**src/rtl/obi_mem_arbiter.sv**
```systemverilog
// obi_mem_arbiter: data-priority OBI arbiter for fetch and load/store sharing one memory port, with a fetch starvation guard
module obi_mem_arbiter #(
    parameter int WIDTH           = 32,
    parameter int MAX_DATA_STREAK = 4
) (
    input  logic             clk,
    input  logic             rst,
    input  logic             instr_req_i,
    input  logic [WIDTH-1:0] instr_addr_i,
    output logic             instr_gnt_o,
    output logic             instr_rvalid_o,
    output logic [WIDTH-1:0] instr_rdata_o,
    input  logic             data_req_i,
    input  logic             data_we_i,
    input  logic [3:0]       data_be_i,
    input  logic [WIDTH-1:0] data_addr_i,
    input  logic [WIDTH-1:0] data_wdata_i,
    output logic             data_gnt_o,
    output logic             data_rvalid_o,
    output logic [WIDTH-1:0] data_rdata_o,
    output logic             mem_req_o,
    output logic             mem_we_o,
    output logic [3:0]       mem_be_o,
    output logic [WIDTH-1:0] mem_addr_o,
    output logic [WIDTH-1:0] mem_wdata_o,
    input  logic             mem_gnt_i,
    input  logic             mem_rvalid_i,
    input  logic [WIDTH-1:0] mem_rdata_i,
    output logic             busy_o,
    output logic             owner_o
);
    localparam int SW = $clog2(MAX_DATA_STREAK + 1);
    typedef enum logic {IDLE, WAIT} state_t;
    state_t        state;
    logic          owner, lock_valid, lock_owner, win, win_req, hs;
    logic [SW-1:0] streak;
    always_comb begin
        win = lock_valid ? lock_owner : (instr_req_i && data_req_i) ? (streak != SW'(MAX_DATA_STREAK)) : data_req_i;
        win_req = win ? data_req_i : instr_req_i;
        mem_req_o = !rst && state == IDLE && win_req;
        busy_o = !rst && state == WAIT;
        hs = mem_req_o && mem_gnt_i;
        instr_gnt_o = hs && !win;
        data_gnt_o = hs && win;
        mem_we_o = mem_req_o && win && data_we_i;
        mem_be_o = !mem_req_o ? 4'h0 : win ? data_be_i : 4'hF;
        mem_addr_o = !mem_req_o ? '0 : win ? data_addr_i : instr_addr_i;
        mem_wdata_o = (mem_req_o && win) ? data_wdata_i : '0;
        instr_rvalid_o = busy_o && !owner && mem_rvalid_i;
        data_rvalid_o = busy_o && owner && mem_rvalid_i;
        instr_rdata_o = (busy_o && !owner) ? mem_rdata_i : '0;
        data_rdata_o = (busy_o && owner) ? mem_rdata_i : '0;
        owner_o = !rst && owner;
    end
    always_ff @(posedge clk) begin
        if (rst) begin
            state      <= IDLE;
            owner      <= 1'b0;
            lock_valid <= 1'b0;
            lock_owner <= 1'b0;
            streak     <= '0;
        end else if (state == IDLE) begin
            if (mem_req_o && !mem_gnt_i) begin
                lock_valid <= 1'b1;
                lock_owner <= win;
            end
            if (hs) begin
                lock_valid <= 1'b0;
                owner      <= win;
                state      <= WAIT;
                streak     <= (win && instr_req_i) ? ((streak == SW'(MAX_DATA_STREAK)) ? streak : streak + 1'b1) : '0;
            end
        end else if (mem_rvalid_i) begin
            state <= IDLE;
        end
    end
endmodule

```
**config.mk**
```make
export PLATFORM = sky130hd
export DESIGN_NAME = obi_mem_arbiter
export DESIGN_NICKNAME = d
export VERILOG_FILES = /design/src/rtl/obi_mem_arbiter.sv
export SDC_FILE = /design/constraint.sdc
export NUM_CORES = 1
export LEC_CHECK = 0
export ABC_AREA = 1
export ABC_CLOCK_PERIOD_IN_PS = 2300
export BUFFER_PORTS_ARGS = -buffer_cell sky130_fd_sc_hd__buf_2
export CAP_MARGIN = 20
export CORE_AREA = 2 2 107 109
export DETAILED_ROUTE_END_ITERATION = 8
export DIE_AREA = 0 0 109 111
export SLEW_MARGIN = 20
export SYNTH_ARGS = -nofsm -noshare
export SYNTH_HDL_FRONTEND = slang
export SYNTH_SLANG_ARGS = --single-unit
```
**constraint.sdc**
```tcl
create_clock -name clk -period 2.3 [get_ports clk]
set_input_delay 0.46 -clock clk [delete_from_list [all_inputs] [get_ports clk]]
set_output_delay 0.46 -clock clk [all_outputs]
set_load 0.02 [all_outputs]
```
==> metrics.txt <==
outcome completed; Max-Cap Viols 0; first-pass GRT wire length 14000 um; Int Power 0.698 mW; crit path cell chain inv_2, ha_4, nand3_4, nand2_2, buf_6, nand2_8, nand2_8, buf_12, nor2_1, buf_4; synthesized area 1880 um2; synthesized-area fraction occupied by adder cells 1.33%; detailed-route via count 3319; HP Class reg2reg; GRT overflow 0; Final Instance Area 3850 um2; initial antenna violation count 1; power share of the clock group 24.2%; Seq pwr share 11.1%; post-synthesis sequential area ratio 7.45%; FF-to-FF Start streak[0]; Cell Rows 39; Area growth, synth to finish 105%; cell area after placement 3410 um2; r2r worst-path depth 12; Rel. slew slack 76.4%; Worst Max-Slew Pin Slew 0.354 ns; nets@finish 839; Netlist cell types 21; Post-Synth XOR/XNOR Area 0.465%; Hold EP lock_owner; final setup vio count 0; register area 143 um2; Worst Hold Path Cells 2; Routed wire per std cell 12.6 um; post-route ant nets 0; CP startpoint kind flip-flop; CTS Hold Bufs 0; clk sinks 7; Total GRT Usage 14.7%; P_sw 0.519 mW; Cell Pwr Density 316 nW/um2; critical path data required time 1.84 ns; area of the multi-input gates 1250 um2; Worst EP arrival 1.76 ns; Worst-path clk slew 0.04 ns; VDD IR-drop max 257 uV; clk buf depth 2; Synthesis Warnings 0; reg-to-reg slack, setup 0.56 ns; # diodes 0; multiplexer share of the synthesized area 0%; slowest stage delay, CP 0.33 ns; Die Y 111 um; CTS tree done; Max Clock Skew 0.00186 ns; Die ar. 12100 um2; Die Width 109 um; static leakage 2.90 nW; routed wl met2 5450 um; critical-path maximum fanout 17; cts bufs inserted 3; pin count of the biggest net entering global routing 36; share of layout cells above drive strength 1 46.2%; placed wire-length estimate 8090 um; Switching Share 42.7%; main combinational cell family by area after synthesis simple AND/OR/NAND/NOR gates; overall power 1.22 mW; vias per cell 3.95; Syn Area/Cell 4.49 um2; Root Buffer clkbuf_16; synthesis-stage register bit count 7; Ports 279; H-tree lvl count 1; cell count after synthesis 419; Final Cycle Share 96.3%; Synth Net Count 560; initial core utilization 17.0%; routability cong. 0.817; initial drt markers 208; worst reg2reg path endpoint streak[1]; TritonRoute pass-1 iters 4; post-synthesis compound-gate area fraction 3.13%; Post-Synth Simple-Gate Area 57.8%; drt drc 0; final hold viol count 0; kind of critical path reg2out; Core ar. 11100 um2; CP endpoint kind primary output; FMAX 451 MHz; Tmin final 2.22 ns; final wirelength 10500 um; Port Buffers 278; fillers 1261; M1 wire length 4050 um; HP Start lock_owner; vias in the first global route 2827; Worst-Skew Late Latency 0.23 ns; most used cell, CP nand2_8; wire length on met3 1020 um; Max Slew Vio Count 0; Gate power share 64.6%; Max stage delay cell, worst path dfxtp_2; top sig layer met5
[synth_stat cells]
library cell    n  area [um2]
o21a_2          1        8.76
nor2_1        116         435
inv_2           1        3.75
o21ai_0         3        15.0
inv_1         107         402
xnor2_1         1        8.76
nand2_8         1        20.0
buf_4           6        45.0
nand2_4         2        22.5
nand3_1        35         175
nand2_2         1        6.26
buf_6           5        56.3
nand4_1         1        6.26
a21oi_1         7        35.0
nor3b_1         1        7.51
clkbuf_1        9        33.8
buf_2           4        20.0
nand3_2         1        10.0
dfxtp_1         7         140
ha_1            2        25.0
nand2_1       108         405
[layer usage]
layer,vias to the layer above,track usage [%]
li1,1740,-
met1,1393,16.5
met2,180,28.4
met3,4,3.88
met4,2,1.03
met5,-,0
[timing repair]
| item | in CTS | in global routing |
|---|---|---|
| resized for setup | 9 | 45 |
| buffers inserted | 0 | 3 |
| endpoints found under the setup margin | 34 | 69 |
| pin swaps | 0 | 2 |
| cloned | 1 | 7 |
[power groups by stage]
stage	Sequential (mW)	Clock, mW	Combinational (mW)
final	0.135	0.295	0.787
after global routing	0.136	0.316	0.863
after CTS	0.135	0.303	0.699
after detailed placement	0.137	0	0.674
after global placement	0.137	0	0.675
after floorplan	0.136	0	0.398
[layout make-up]
cell class	instances	area share [%]
multi-input combinational	280	32.4
clock buffer	4	2.05
inverter	108	10.5
timing repair buffer	298	46.7
sequential	7	3.70
tap	143	4.64
[cell usage in the layout (no fill, tap or decap), types with 3 or more instances in the layout]
cell type	count
a21oi_1	7
buf_12	3
buf_2	247
buf_4	37
buf_6	4
clkbuf_16	8
dfxtp_1	5
inv_1	105
inv_2	3
nand2_1	106
nand3_1	33
nor2_1	111
nor2_2	4
o21ai_0	3
[stage by stage]
step	setup TNS [ns]	setup WS, ns	utilization, %	std cells	hold slack [ns]
floorplan	0	0.173	-	419	0.468
global placement	0	0.232	30.8	825	0.491
detailed placement	0	0.206	30.8	825	0.504
CTS	0	0.000537	32.0	830	0.500
global route	-0.0308	-0.0141	34.8	840	0.553
finish	0	0.0848	34.8	840	0.529
[worst max-delay path by stage]
stage,startpoint,to,slack [ns],cells past startpoint
finish,streak[0],mem_wdata_o[28],0.08,10
global route,streak[1],mem_addr_o[0],-0.01,12
CTS,streak[0],mem_wdata_o[4],0.0005,10
detailed placement,streak[0],mem_addr_o[23],0.21,11
global placement,streak[0],mem_addr_o[11],0.23,12
floorplan,rst,data_rdata_o[0],0.17,5
[state kept, by name (all words and copies together), names as in the netlist]
name and flops:
lock_valid 1, state 1, owner 1, lock_owner 1
streak 3
[worst max-delay path: cells and delay by family, from the launching register on]
| family | cells | cell delay, ns |
|---|---|---|
| buffers and inverters | 4 | 0.51 |
| adders and majority gates | 1 | 0.15 |
| and+or+nand+nor | 5 | 0.52 |
| DFF | 1 | 0.33 |
[cell families (layout without fill, tap and decap cells)]
logic type	Yosys count	in the layout
adders and majority gates	2	2
buffers and inverters	132	410
DFF	7	7
and+or+nand+nor	266	266
AOI/OAI and AO/OA	11	11
xor gates and xnor gates	1	1
Power figures use the tool's default switching activity.
